[src/rtl/debug_pkg.sv]
// Framing types and constants shared by the debug link transmitter, receiver and host script.
// Holds no logic, so it adds no latency and has no flow control.
package debug_pkg;

    localparam int         RESP_FRAME_BYTES = 6;
    localparam logic [7:0] DBG_HDR_BYTE     = 8'hA5;

    typedef struct packed {
        logic [7:0]  tag;
        logic [31:0] data;
    } resp_t;

    typedef enum logic [1:0] {
        IDLE,
        START,
        DATA,
        STOP
    } tx_state_t;

endpackage

[src/rtl/resp_fifo.sv]
// Circular response FIFO. A pushed word is visible at the head one edge later.
// Pushes are dropped while not_full (registered) is low; a pop with a push keeps count unchanged.
module resp_fifo
    import debug_pkg::*;
#(
    parameter int DEPTH = 4
) (
    input  logic                   clk,
    input  logic                   rst,
    input  logic                   push,
    input  resp_t                  wr_word,
    input  logic                   pop,
    output resp_t                  rd_word,
    output logic [$clog2(DEPTH):0] count,
    output logic                   not_full
);

    localparam int              AW   = $clog2(DEPTH);
    localparam int              CW   = AW + 1;
    localparam logic [CW-1:0]   FULL = CW'(DEPTH);

    resp_t           mem [DEPTH];
    logic [AW-1:0]   wr_ptr;
    logic [AW-1:0]   rd_ptr;
    logic [CW-1:0]   count_next;
    logic            do_push;
    logic            do_pop;

    assign do_push = push && not_full;
    assign do_pop  = pop && (count != '0);
    assign rd_word = mem[rd_ptr];

    always_comb begin
        count_next = count;
        if (do_push && !do_pop) begin
            count_next = count + CW'(1);
        end else if (!do_push && do_pop) begin
            count_next = count - CW'(1);
        end
    end

    always_ff @(posedge clk) begin
        if (do_push) begin
            mem[wr_ptr] <= wr_word;
        end
    end

    // Power-of-two depth lets the pointers wrap on their own.
    always_ff @(posedge clk) begin
        if (rst) begin
            wr_ptr   <= '0;
            rd_ptr   <= '0;
            count    <= '0;
            not_full <= 1'b1;
        end else begin
            if (do_push) begin
                wr_ptr <= wr_ptr + AW'(1);
            end
            if (do_pop) begin
                rd_ptr <= rd_ptr + AW'(1);
            end
            count    <= count_next;
            not_full <= (count_next != FULL);
        end
    end

endmodule

[src/rtl/debug_resp_tx.sv]
// Serialises buffered {tag, data} responses as 6-byte 8N1 frames; line goes low two edges after a push into an idle block.
// in_ready drops while the FIFO is full; frames run back-to-back with one idle-high cycle between them.
module debug_resp_tx
    import debug_pkg::*;
#(
    parameter int         CLKS_PER_BIT = 868,
    parameter int         FIFO_DEPTH   = 4,
    parameter logic [7:0] HDR_BYTE     = DBG_HDR_BYTE
) (
    input  logic                        CLK,
    input  logic                        RST,
    input  logic                        in_valid,
    output logic                        in_ready,
    input  logic [7:0]                  in_tag,
    input  logic [31:0]                 in_data,
    output logic                        tx_serial,
    output logic                        busy,
    output logic [$clog2(FIFO_DEPTH):0] fifo_count,
    output logic [15:0]                 frames_sent
);

    localparam int            BW        = $clog2(CLKS_PER_BIT);
    localparam logic [BW-1:0] BAUD_LAST = BW'(CLKS_PER_BIT - 1);
    localparam logic [2:0]    LAST_BYTE = 3'(RESP_FRAME_BYTES - 1);

    tx_state_t                      state;
    tx_state_t                      state_next;
    logic [BW-1:0]                  baud_cnt;
    logic [2:0]                     bit_idx;
    logic [2:0]                     byte_idx;
    logic [8*RESP_FRAME_BYTES-1:0]  frame_sr;
    logic [15:0]                    sent_cnt;
    resp_t                          in_word;
    resp_t                          head;
    logic                           has_data;
    logic                           baud_last;
    logic                           pop;
    logic                           line;
    logic                           frame_done;

    assign in_word     = '{tag: in_tag, data: in_data};
    assign has_data    = (fifo_count != '0);
    assign baud_last   = (baud_cnt == BAUD_LAST);
    assign frames_sent = sent_cnt;

    resp_fifo #(
        .DEPTH (FIFO_DEPTH)
    ) u_fifo (
        .clk      (CLK),
        .rst      (RST),
        .push     (in_valid),
        .wr_word  (in_word),
        .pop      (pop),
        .rd_word  (head),
        .count    (fifo_count),
        .not_full (in_ready)
    );

    always_ff @(posedge CLK) begin
        if (RST) begin
            state <= IDLE;
        end else begin
            state <= state_next;
        end
    end

    always_comb begin
        state_next = state;
        case (state)
            IDLE:  if (has_data) state_next = START;
            START: if (baud_last) state_next = DATA;
            DATA:  if (baud_last && bit_idx == 3'd7) state_next = STOP;
            STOP:  if (baud_last) state_next = (byte_idx == LAST_BYTE) ? IDLE : START;
            default: state_next = IDLE;
        endcase
    end

    always_comb begin
        pop        = 1'b0;
        line       = 1'b1;
        frame_done = 1'b0;
        case (state)
            IDLE:  pop = has_data;
            START: line = 1'b0;
            DATA:  line = frame_sr[bit_idx];
            STOP:  frame_done = baud_last && (byte_idx == LAST_BYTE);
            default: ;
        endcase
    end

    // The line is driven from a register, so it trails the state by one edge.
    always_ff @(posedge CLK) begin
        if (RST) begin
            baud_cnt  <= '0;
            bit_idx   <= '0;
            byte_idx  <= '0;
            frame_sr  <= '0;
            busy      <= 1'b0;
            tx_serial <= 1'b1;
        end else begin
            tx_serial <= line;
            if (pop) begin
                frame_sr <= {head.data, head.tag, HDR_BYTE};
                baud_cnt <= '0;
                bit_idx  <= '0;
                byte_idx <= '0;
                busy     <= 1'b1;
            end else if (state != IDLE) begin
                if (!baud_last) begin
                    baud_cnt <= baud_cnt + BW'(1);
                end else begin
                    baud_cnt <= '0;
                    case (state)
                        DATA: bit_idx <= bit_idx + 3'd1;
                        STOP: begin
                            if (frame_done) begin
                                busy <= 1'b0;
                            end else begin
                                byte_idx <= byte_idx + 3'd1;
                                frame_sr <= frame_sr >> 8;
                            end
                        end
                        default: ;
                    endcase
                end
            end
        end
    end

    always_ff @(posedge CLK) begin
        if (RST) begin
            sent_cnt <= '0;
        end else begin
            sent_cnt <= sent_cnt + 16'(frame_done);
        end
    end

endmodule

[config.mk]
export PLATFORM = sky130hd
export DESIGN_NAME = debug_resp_tx
export DESIGN_NICKNAME = d
export VERILOG_FILES = /design/src/rtl/debug_pkg.sv /design/src/rtl/resp_fifo.sv /design/src/rtl/debug_resp_tx.sv
export SDC_FILE = /design/constraint.sdc
export NUM_CORES = 1
export LEC_CHECK = 0
export CAP_MARGIN = 10
export CORE_MARGIN = 3
export CORE_UTILIZATION = 34
export CTS_CLUSTER_SIZE = 30
export DETAILED_ROUTE_END_ITERATION = 8
export HOLD_SLACK_MARGIN = 0.1
export SYNTH_ARGS = -nofsm -noshare
export SYNTH_HDL_FRONTEND = slang
export SYNTH_SLANG_ARGS = --single-unit
[constraint.sdc]
create_clock -name CLK -period 2.3 [get_ports CLK]
set_input_delay 0.46 -clock CLK [delete_from_list [all_inputs] [get_ports CLK]]
set_output_delay 0.46 -clock CLK [all_outputs]
set_load 0.1 [all_outputs]
Word-level counts from Yosys, hierarchy flattened
Memories as Yosys holds them, arrays and structs flattened. A register that Yosys moved wholly into a read port is not among the register bits.
Cells that the tools add are included.
{"block": "word_totals", "reg_bits": 92, "ram_bits": 160, "in_bits": 43, "out_inout_bits": 22, "wordCells": 85, "mem_count": 1}
{"memory": "u_fifo.mem", "words": 4, "width": 40, "read_ports": 1, "rd_ports_with_merged_regs": 1, "write_ports": 1, "line": "resp_fifo.sv:22", "rtl": "resp_t mem [DEPTH];"}
{"block": "op_classes", "n_addsub": 8, "magnitude_cmp": 1, "eq_ne": 12, "muxes": 28, "bitwise": 1, "reduce_logical": 21}
{"cell": "$mux 48", "n": 5}
{"cell": "$add 16x1->16", "n": 1}
{"cell": "$reduce_and 4->1", "n": 4}
{"cell": "$mux 2", "n": 6}
{"cell": "$mux 1", "n": 11}
{"cell": "$add 10x1->10 const B", "n": 1}
{"cell": "$eq 10x10->1 const B", "n": 1}
{"cell": "$mux 10", "n": 1}
{"cell": "$reduce_bool 2->1", "n": 5}
{"cell": "$add 3x1->3 const B", "n": 3}
{"cell": "$ne 2x2->1 const B", "n": 4}
{"cell": "$pmux 2 s4", "n": 1}
{"cell": "$lt 3x7->1 const B", "n": 1}
{"cell": "$eq 3x3->1 const B", "n": 2}
{"cell": "$logic_and 1x1->1", "n": 6}
{"cell": "$mux 3", "n": 2}
{"cell": "$add 2x1->2 const B", "n": 2}
{"cell": "$eq 2x2->1 const B", "n": 2}
{"cell": "$bmux 1 s3", "n": 1}
{"cell": "$ne 3x3->1 const B", "n": 1}
{"cell": "$reduce_and 3->1", "n": 1}
{"cell": "$reduce_bool 3->1", "n": 1}
{"cell": "$sub 3x1->3 const B", "n": 1}
{"cell": "$eq 2x1->1 const B", "n": 1}
{"cell": "6 further kinds", "n": 7}

Longest topological paths before layout
Gate-level depths: netlist of the first run.
{"block": "depth", "ltp_word": 8, "mapped_depth": 10, "depth_no_buf": 9}

Modules after synthesis
From an unflattened synthesis of the first run, not the netlist that was laid out.
{"block": "unflattened", "cells_unflattened": 703, "hier_area_um2": 10253.6}
{"mod": "resp_fifo", "n_inst": 1, "cells_each": 270, "area_each_um2": 6331.1, "seq_area_each_um2": 5004.8}
{"mod": "debug_resp_tx", "n_inst": 1, "cells_each": 433, "area_each_um2": 3922.5, "seq_area_each_um2": 1681.6}

Least setup slack after synthesis of the first run
No wires, ideal clock.
{"block": "synth_timing", "kind": "flip-flop to flip-flop", "from": "reg u_fifo.count[0]", "to": "reg u_fifo.not_full", "setup_time_ns": 0.124, "t_arrival_ns": 2.489, "t_required_ns": 2.176, "path_slack_ns": -0.313, "path_stages_with_launch": 8, "path_buffers": 1, "period_less_slack_ns": 2.613, "cell_sequence": "dfxtp_1 -> inv_1 -> ha_1 -> nand2b_1 -> buf_2 -> a21oi_1 -> or4_1 -> a2111o_1"}
{"block": "synth_between", "elab_chain_cells": 7, "elab_cells_between_ends": 11, "cone_classes": "add/sub (2); eq/ne (1); mux (3); reduce/logical (5)"}
{"element": "start: declaration", "line": "resp_fifo.sv:14", "rtl": "output logic [$clog2(DEPTH):0] count,"}
{"element": "start signal: assignment", "line": "resp_fifo.sv:62", "rtl": "count <= count_next;"}
{"element": "parallel branches: the longest is 5 deep, another holds $sub 3x1->3"}
{"element": "$mux 3 (*)", "line": "resp_fifo.sv:35", "rtl": "if (do_push && !do_pop) begin"}
{"element": "$ne 3x3->1 (*)", "line": "resp_fifo.sv:63", "rtl": "not_full <= (count_next != FULL);"}
{"element": "end signal: assignment", "line": "resp_fifo.sv:63"}
{"element": "end: declaration", "line": "resp_fifo.sv:15", "rtl": "output logic not_full"}
Every way passes the cells marked *.
A chain may end at the register's enable or synchronous reset.

Worst setup path after layout of the first run
{"block": "layout_timing", "from": "reg baud_cnt[9]", "to": "reg sent_cnt[15] (netlist: frames_sent[15])"}
{"block": "layout_between", "elab_chain_cells": 4}
{"element": "start: declaration", "line": "debug_resp_tx.sv:28", "rtl": "logic [BW-1:0] baud_cnt;"}
{"element": "start signal: assignment", "line": "debug_resp_tx.sv:110", "rtl": "baud_cnt <= baud_cnt + BW'(1);"}
{"element": "$eq 10x10->1", "line": "debug_resp_tx.sv:43", "rtl": "assign baud_last = (baud_cnt == BAUD_LAST);"}
{"element": "$logic_and 1x1->1", "line": "debug_resp_tx.sv:86", "rtl": "STOP: frame_done = baud_last && (byte_idx == LAST_BYTE);"}
{"element": "$mux 1", "line": "debug_resp_tx.sv:82", "rtl": "case (state)"}
{"element": "$add 16x1->16", "line": "debug_resp_tx.sv:134", "rtl": "sent_cnt <= sent_cnt + 16'(frame_done);"}
{"element": "end signal: assignment", "line": "debug_resp_tx.sv:134"}
{"element": "end: declaration", "line": "debug_resp_tx.sv:32", "rtl": "logic [15:0] sent_cnt;"}
No other way between the ends.

==> impl_metrics.env, run 1 <==
export IMPL_final_cell_mix="edfxtp_1, dfxtp_1, a21oi_1"
export IMPL_top_layer="met4"
export IMPL_drt_met1_wl_um=9470
export IMPL_die_area_um2=32000
export IMPL_maxSlewHeadroom_pct=59.9
export IMPL_clock_latency_ps=530
export IMPL_syn_nets=757
export IMPL_fin_skew_ps=16.9
export IMPL_core_area_um2=29100
export IMPL_hold_viol_final=0
export IMPL_grt_max_degree=49
export IMPL_routed_wl_met3_um=742
export IMPL_tightestPinTransition_ps=602
export IMPL_cts_htree_levels=1
export IMPL_drc=0
export IMPL_cp_arrival_ps=2670
export IMPL_synth_area_per_cell_um2=14.7
export IMPL_dr_pass1_iters=4
export IMPL_reg2reg_depth=7
export IMPL_portBuffers=64
export IMPL_ios=65
export IMPL_worstSetupStartpointType="register"
export IMPL_cap_violations=0
export IMPL_route_detailed_wl_per_inst_um=17.9
export IMPL_nets=836
export IMPL_met2WireLength_um=10500
export IMPL_gp_congestion=0.774
export IMPL_clockBufferDepth=3
export IMPL_slew_viol_final=0
export IMPL_cts_root_buf="clkbuf_16"
export IMPL_drive_gt1_share_pct=21.5
export IMPL_dp_hpwl_um=13300
export IMPL_clock_sinks=254
export IMPL_final_area_um2=12500
export IMPL_endpoint_kind="register"
export IMPL_synth_yosys_seq_area_share_pct=65.7
export IMPL_place_area_um2=11500
export IMPL_status="finished, final reports clean"
export IMPL_pre_cts_slack_ps=78.1
export IMPL_p_leak_nw=4.09
export IMPL_worst_slack_ps=93.8
export IMPL_synth_seq_cells=254
export IMPL_insertedDiodeCount=0
export IMPL_grt_util_all_layers_pct=13.3
export IMPL_power_density_nw_per_um2=1130
export IMPL_yosys_cell_types_count=49
export IMPL_grt_pass1_wl_um=34100
export IMPL_die_w_um=179
export IMPL_first_global_vias=6116
export IMPL_max_freq_ghz=0.453
export IMPL_finalSetupViolations=0
export IMPL_hold_path_depth=2
export IMPL_num_rows=62
export IMPL_critical_path_peak_fanout=5
export IMPL_synth_ff_type="edfxtp_1"
export IMPL_via_per_inst=5.19
export IMPL_finalCritPeriodShare_pct=95.9
export IMPL_cts_tree="done"
export IMPL_peakVddDrop_mv=0.729
export IMPL_cts_made_buffers=27
export IMPL_required_ps=2760
export IMPL_hold_class="primary input to register"
export IMPL_drt_iter0_markers=500
export IMPL_postSynthCellCount=694
export IMPL_tns_ps=0
export IMPL_syn2layout_area_growth_pct=22.8
export IMPL_min_period_ps=2210
export IMPL_start_util_pct=35.0
export IMPL_fp_dieH_um=179
export IMPL_power_mw=14.1
export IMPL_yosys_warnings=0
export IMPL_final_common_cell="edfxtp_1"
export IMPL_worstSetupPathType="register to register"
export IMPL_ys_async_sr_fraction_pct=0
export IMPL_multiInputGateArea_um2=3310
export IMPL_antenna_found_initial=0
export IMPL_rsz0062_at_grt="yes"
export IMPL_drtAntennaViolNets=0
export IMPL_fill_cells=2590
export IMPL_clk_pin_slew_ps=60
export IMPL_wl_um=21000
export IMPL_seqCellArea_um2=6700
export IMPL_overflow=0
export IMPL_synth_edff_count=160
export IMPL_synth_cell_area_um2=10200
export IMPL_vias=6116
-- synthesized netlist by cell type (all sizes together), types with 3 or more instances --
library cell,n,area share (%)
inv,11,0.41
nand3,14,0.69
nand2,26,0.96
nor4,3,0.48
mux4,42,9.3
a21oi,60,3.0
o211ai,40,3.0
a32oi,32,2.8
ha,20,2.5
and2,3,0.21
buf,19,1.1
o21ai,12,0.59
edfxtp,160,47
dfxtp,94,18
nor3,10,0.54
nor2,30,1.1
xor2,14,1.2
nand4,11,0.68
xnor2,9,0.77
and3,6,0.37
mux2i,3,0.30
or3,8,0.49
nor2b,4,0.25
a211oi,4,0.30
clkbuf,31,1.1
o22ai,5,0.31
and4,4,0.34
-- cell families (layout without fill, tap and decap cells) --
family / Yosys count / in the layout / share of synthesized area (%)
XOR/XNOR: 23 / 23 / 1.98
AND/OR/NAND/NOR: 130 / 130 / 7.10
flip-flops: 254 / 254 / 65.7
adder cells (fa/ha/maj): 20 / 20 / 2.46
buffers and inverters: 61 / 161 / 2.62
AO/OA/AOI/OAI: 161 / 161 / 10.5
multiplexers: 45 / 45 / 9.59
-- registers in the layout (all words and copies together) (netlist names), named ones only --
signal           flops
u_fifo.mem         160
frame_sr            48
frames_sent         16
baud_cnt            10
bit_idx              3
byte_idx             3
u_fifo.count         3
state                2
u_fifo.rd_ptr        2
u_fifo.wr_ptr        2
busy                 1
tx_serial            1
u_fifo.not_full      1
-- final cells by class --
cell class | count | area share, %
repair buffers | 100 | 8.31
clock inverters | 20 | 1.87
inverters | 11 | 0.331
well taps | 384 | 3.85
flip-flops and latches | 254 | 53.6
multi-input cells | 379 | 26.5
clock buffers | 30 | 5.50
-- layer usage --
layer | vias up | global-route usage, %
met5 | - | 0
met4 | 0 | 3.21
met3 | 25 | 1.86
met2 | 113 | 22.2
met1 | 3072 | 18.5
li1 | 2906 | -
-- metrics by stage --
step | hold slack [ps] | cells | util, %
floorplan | 432 | 694 | -
CTS | 415 | 1176 | 42.7
global route | 449 | 1178 | 42.9
global placement | 441 | 1126 | 39.6
finish | 429 | 1178 | 42.9
detailed placement | 447 | 1126 | 39.6
-- repair_timing --
item / in CTS / in global routing
setup endpoints to repair: 0 / 4
resized for setup: 0 / 12
hold buffers: 0 / 0
buffers inserted: 0 / 2
-- power by group --
part           internal (mW)  leakage (nW)  switching [mW]
Combinational           1.56          1.41            2.07
Clock                   2.71         0.437            1.73
Sequential              5.62          2.24           0.377
Total                   9.89          4.09            4.17
-- worst max-delay path: stages, from the launching register on --
cell and delay, ps:
dfxtp_2 340, or3b_4 410, nor4_4 320, ha_2 230, and2_4 130, nand4_1 190
or3_1 420, a21oi_2 110
-- worst paths after layout --
check / startpoint / endpoint / slack [ps]
hold / removal: RST / frames_sent[10] / 430
setup / recovery: baud_cnt[9] / frames_sent[15] / 90
setup reg to reg: baud_cnt[9] / frames_sent[15] / 90
hold reg to reg: frame_sr[3] / frame_sr[3] / 450
Note: power is estimated with default switching activity, not from simulation.
==> run 2: changes to the inputs <==
Settings changed: CAP_MARGIN 10 to 20, GPL_TIMING_DRIVEN set to 0.
==> run 2 against run 1 <==
Effect of this change: largest power group unchanged; non-clock buffer count up 27; worst setup slack got worse by 46 ps; die area did not move; fmax shrank 2.1%; flip-flop and latch count is the same; critical path depth shrank 6; clock power decreased by 7.2%; total power is 3.1% lower; design area shrank 0.71%; largest cell class unchanged; first-iteration DRC count shrank 24%.
==> impl_metrics.env, run 2 (synthesis gave the netlist of run 1 again) <==
export IMPL_status="finished, final reports clean"
export IMPL_peakVddDrop_mv=0.641
export IMPL_route_detailed_wl_per_inst_um=18.3
export IMPL_drtAntennaViolNets=0
export IMPL_crit_buf_inv=1
export IMPL_final_cell_mix="edfxtp_1, dfxtp_1, a21oi_1"
export IMPL_min_period_ps=2250
export IMPL_reg2reg_from="baud_cnt[4]"
export IMPL_cts_made_buffers=27
export IMPL_cap_violations=0
export IMPL_p_sw_mw=4.23
export IMPL_core_area_um2=29100
export IMPL_rrSetupSlack_ps=120
export IMPL_final_area_um2=12400
export IMPL_die_w_um=179
export IMPL_largest_register="u_fifo.mem"
export IMPL_syn2layout_area_growth_pct=21.9
export IMPL_p_comb_share_pct=25.6
export IMPL_first_global_vias=6154
export IMPL_antenna_found_initial=0
export IMPL_required_ps=1840
export IMPL_overflow=0
export IMPL_largest_register_ffs=160
export IMPL_power_density_nw_per_um2=1100
export IMPL_layout_cells_non_filler=1204
export IMPL_worst_slack_ps=47.3
export IMPL_endpoint_kind="primary output"
export IMPL_worstSetupPathType="register to primary output"
export IMPL_cp_slowest_cell="dlygate4sd2_1"
export IMPL_fp_dieH_um=179
export IMPL_insertedDiodeCount=0
export IMPL_cts_tree="done"
export IMPL_place_area_um2=11300
export IMPL_path_cells="dlygate4sd2_1"
export IMPL_portBuffers=64
export IMPL_worstSetupStartpointType="register"
export IMPL_hold_start="frame_sr[12]"
export IMPL_vias=6222
export IMPL_drc=0
export IMPL_clockBufferDepth=3
export IMPL_clock_sinks=254
export IMPL_maxSlewHeadroom_pct=33.7
export IMPL_gp_congestion=0.799
export IMPL_worstSetupStartpoint="frames_sent[1]"
export IMPL_start_util_pct=35.0
export IMPL_via_per_inst=5.17
export IMPL_swShare_pct=31.0
export IMPL_clockPowerShare_pct=30.2
export IMPL_clock_latency_ps=530
export IMPL_cts_htree_levels=1
export IMPL_dp_hpwl_um=14300
export IMPL_finalCritPeriodShare_pct=97.9
export IMPL_ios=65
export IMPL_clk_pin_slew_ps=60
export IMPL_p_int_mw=9.40
export IMPL_pwr_share_seq_pct=44.2
export IMPL_grt_max_degree=41
export IMPL_finalSetupViolations=0
export IMPL_grt_pass1_wl_um=34500
export IMPL_wl_um=22000
export IMPL_power_mw=13.6
export IMPL_dr_pass1_iters=5
export IMPL_die_area_um2=32000
export IMPL_final_common_cell="edfxtp_1"
export IMPL_num_rows=62
export IMPL_critPathTopFamily="buffers and inverters"
export IMPL_cpPeakStageDelay_ps=880
export IMPL_cp_arrival_ps=1790
export IMPL_drt_iter0_markers=378
export IMPL_hold_class="register to register"
export IMPL_fin_skew_ps=18.8
export IMPL_max_freq_ghz=0.444
export IMPL_hold_viol_final=0
export IMPL_dpl_cell_count=1142
export IMPL_slew_viol_final=0
export IMPL_pre_cts_slack_ps=-191
export IMPL_nets=863
export IMPL_critical_path_peak_fanout=3
export IMPL_cts_root_buf="clkbuf_16"
export IMPL_p_leak_nw=4.05
export IMPL_hold_buffers=0
export IMPL_tightestPinTransition_ps=998
export IMPL_drive_gt1_share_pct=18.7
export IMPL_holdWs_ps=460
export IMPL_grt_util_all_layers_pct=13.7
-- run 2: what timing repair did --
item / CTS / global route
setup endpoints to repair: 27 / 47
endpoints found under the hold margin: 0 / 0
resized for setup: 41 / 34
setup buffers: 5 / 4
pin swaps: 6 / 4
-- run 2: power groups by stage --
stage / combinational [mW] / sequential (mW) / clock (mW)
after floorplan: 2.24 / 6.24 / 0
after global placement: 3.42 / 6.09 / 0
after detailed placement: 3.45 / 6.11 / 0
after CTS: 3.44 / 6.02 / 4.22
after global routing: 3.81 / 6.09 / 4.42
final: 3.48 / 6.02 / 4.12
-- run 2: path summary, 6_finish.rpt --
check | endpoint | cells past startpoint
setup reg to reg | frames_sent[14] | 8
hold / removal | frame_sr[4] | 2
setup / recovery | frames_sent[1] | 1
hold reg to reg | frame_sr[4] | 2
-- run 2: final cells by class --
| class | count | area (µm²) |
|---|---|---|
| plain buffers | 50 | 241 |
| flip-flops and latches | 254 | 6710 |
| clock buffers | 34 | 702 |
| well taps | 384 | 480 |
| inverters | 11 | 41.3 |
| repair buffers | 77 | 767 |
| fillers | 2655 | 16700 |
| multi-input cells | 379 | 3320 |
| clock inverters | 15 | 139 |
-- run 2: metrics by stage --
stage | setup TNS (ps) | utilization, %
2_1_floorplan | -62.2 | -
3_3_place_gp | -25150 | 39.0
3_5_place_dp | -25950 | 39.0
4_1_cts | 0 | 42.1
5_1_grt | -1.50 | 42.6
6_report | 0 | 42.6
-- run 2: per-layer routing --
metal / part of all wire, % / track usage (%) / vias up
met5: 0 / 0 / -
met4: 2.5 / 4.06 / 0
met3: 4.4 / 1.91 / 40
met2: 48 / 22.1 / 142
met1: 45 / 19.2 / 3086
li1: - / - / 2954
==> run 3: changes to the inputs <==
Settings changed: ABC_AREA set to 1.
==> run 3 against run 2 <==
Effect of this change: worst setup slack lost 44 ps; routed wire length is 15% higher; worst hold slack got worse by 3.7 ps; total power up 13%; critical path depth stayed put; core utilization rose by 0.54 points; register-to-register slack got worse by 30 ps; fmax down 1.9%; clock skew rose by 4.8 ps; flip-flop and latch count unchanged; sequential share of layout area down 2.7 points; count of clock-buffer cells in the layout decreased by 1; highest routed layer unchanged.
==> impl_metrics.env, run 3 <==
export IMPL_synth_top_area_cell="edfxtp_1"
export IMPL_power_density_nw_per_um2=1190
export IMPL_synth_yosys_seq_area_share_pct=63.4
export IMPL_yosys_top_cells_area="edfxtp_1, dfxtp_1, nand2_1"
export IMPL_required_ps=1840
export IMPL_drt_iter0_markers=454
export IMPL_via_per_inst=4.83
export IMPL_maxSlewHeadroom_pct=33.5
export IMPL_tightestPinTransition_ps=1000
export IMPL_core_area_um2=30100
export IMPL_hold_viol_final=0
export IMPL_ios=65
export IMPL_dp_hpwl_um=17200
export IMPL_worstSetupPathType="register to primary output"
export IMPL_start_util_pct=35.0
export IMPL_p_leak_nw=4.88
export IMPL_grt_util_all_layers_pct=14.8
export IMPL_cts_made_buffers=28
export IMPL_first_global_vias=7439
export IMPL_largest_register="u_fifo.mem"
export IMPL_gp_congestion=0.858
export IMPL_cpPeakStageDelay_ps=890
export IMPL_route_detailed_wl_per_inst_um=15.8
export IMPL_wl_um=25300
export IMPL_synth_cell_area_um2=10600
export IMPL_yosys_cell_types_count=33
export IMPL_grt_max_degree=29
export IMPL_fp_dieH_um=182
export IMPL_drive_gt1_share_pct=11.3
export IMPL_hold_class="register to register"
export IMPL_nets=1252
export IMPL_ys_async_sr_fraction_pct=0
export IMPL_rrSetupSlack_ps=90
export IMPL_syn2layout_area_growth_pct=23.2
export IMPL_portBuffers=63
export IMPL_min_period_ps=2300
export IMPL_yosys_warnings=0
export IMPL_synth_seq_cells=254
export IMPL_cts_htree_levels=1
export IMPL_cp_arrival_ps=1840
export IMPL_critical_path_peak_fanout=5
export IMPL_cts_tree="done"
export IMPL_crit_buf_inv=1
export IMPL_hold_buffers=0
export IMPL_cts_root_buf="clkbuf_16"
export IMPL_clockBufferDepth=3
export IMPL_worstSetupStartpointType="register"
export IMPL_largest_register_ffs=160
export IMPL_vias=7729
export IMPL_clk_pin_slew_ps=60
export IMPL_final_common_cell="nand2_1"
export IMPL_endpoint_kind="primary output"
export IMPL_syn_nets=1138
export IMPL_synth_edff_count=160
export IMPL_die_area_um2=33200
export IMPL_synth_most_common_cell="nand2_1"
export IMPL_antenna_found_initial=0
export IMPL_clock_sinks=254
export IMPL_drtAntennaViolNets=0
export IMPL_final_cell_mix="nand2_1, edfxtp_1, nor2_1"
export IMPL_insertedDiodeCount=0
export IMPL_status="finished, final reports clean"
export IMPL_dpl_cell_count=1532
export IMPL_finalSetupViolations=0
export IMPL_drc=0
export IMPL_synth_ff_type="edfxtp_1"
export IMPL_postSynthCellCount=1075
export IMPL_finalCritPeriodShare_pct=99.9
export IMPL_critPathTopFamily="buffers and inverters"
export IMPL_tns_ps=0
export IMPL_rsz0062_at_grt="yes"
export IMPL_holdWs_ps=456
export IMPL_cap_violations=0
export IMPL_clock_latency_ps=540
export IMPL_layout_cells_non_filler=1601
export IMPL_path_cells="dlygate4sd2_1"
export IMPL_synthTopCellsByCount="nand2_1, edfxtp_1, nor2_1"
export IMPL_dr_pass1_iters=5
export IMPL_synth_top_cell_area_share_pct=45.5
export IMPL_synth_area_per_cell_um2=9.82
export IMPL_cp_slowest_cell="dlygate4sd2_1"
export IMPL_peakVddDrop_mv=0.653
export IMPL_die_w_um=182
export IMPL_fin_util_pct=43.2
export IMPL_num_rows=63
export IMPL_max_freq_ghz=0.435
export IMPL_slew_viol_final=0
export IMPL_fin_skew_ps=23.6
export IMPL_grt_pass1_wl_um=39500
export IMPL_overflow=0
==> run 3: cell types whose count changed in the layout (fill, tap and decap cells not counted), moves of 10 or more <==
cell,previous run,this run
a21oi_1,59,43
a32oi_1,32,0
inv_1,9,82
mux4_2,42,0
nand2_1,25,207
nand3_1,13,107
nand4_1,11,31
nor2_1,30,132
nor2_2,0,13
o211ai_1,40,2
o21ai_0,12,51
xor2_1,14,4
==> run 3: kinds of logic (layout without fill, tap and decap cells) <==
logic type,Yosys count,count (layout),share of synthesized area (%)
and+or+nand+nor,539,539,22.6
adders and majority gates,20,20,2.37
DFF,254,254,63.4
xor gates and xnor gates,6,6,0.498
AOI/OAI and AO/OA,115,115,5.68
buffers and inverters,141,277,5.45
==> run 3: path summary, 6_finish.rpt <==
kind,startpoint,endpoint,cells past startpoint
hold reg to reg,frame_sr[0],frame_sr[0],2
setup reg to reg,baud_cnt[0],frames_sent[12],12
hold / removal,frame_sr[0],frame_sr[0],2
setup / recovery,frames_sent[3],frames_sent[3],1
==> run 3: final cells by class <==
type | count | area [µm²]
Buffer | 54 | 253
Clock buffer | 33 | 719
Clock inverter | 19 | 250
Fill cell | 2911 | 17100
Inverter | 87 | 327
Multi-Input combinational cell | 680 | 3430
Sequential cell | 254 | 6690
Tap cell | 390 | 488
Timing Repair Buffer | 84 | 845
==> run 3: repair_timing <==
action,CTS,global route
setup buffers,12,5
resized for setup,38,23
pin swaps,7,13
gates cloned,0,1
setup endpoints to repair,31,29
==> run 3: power by group <==
part | switching, mW | internal, mW
combinational | 3.39 | 1.47
clock | 1.76 | 2.90
sequential | 0.325 | 5.61
==> run 3: layer usage <==
metal	GRT usage (%)	up-vias	part of all wire, %
met5	0	-	0
met4	3.69	0	2.2
met3	2.61	39	4.6
met2	25.1	149	49
met1	19.7	3675	44
li1	-	3866	-
==> run 3: per-stage QoR <==
| step | setup slack [ps] | area [µm²] | power, mW |
|---|---|---|---|
| after floorplan | -26.8 | 10600 | 9.30 |
| after global placement | -545 | 11700 | 10.7 |
| after detailed placement | -350 | 11800 | 10.9 |
| after CTS | -32.9 | 12900 | 15.6 |
| after global routing | -74.6 | 13000 | 16.4 |
| final | 3.28 | 13000 | 15.5 |
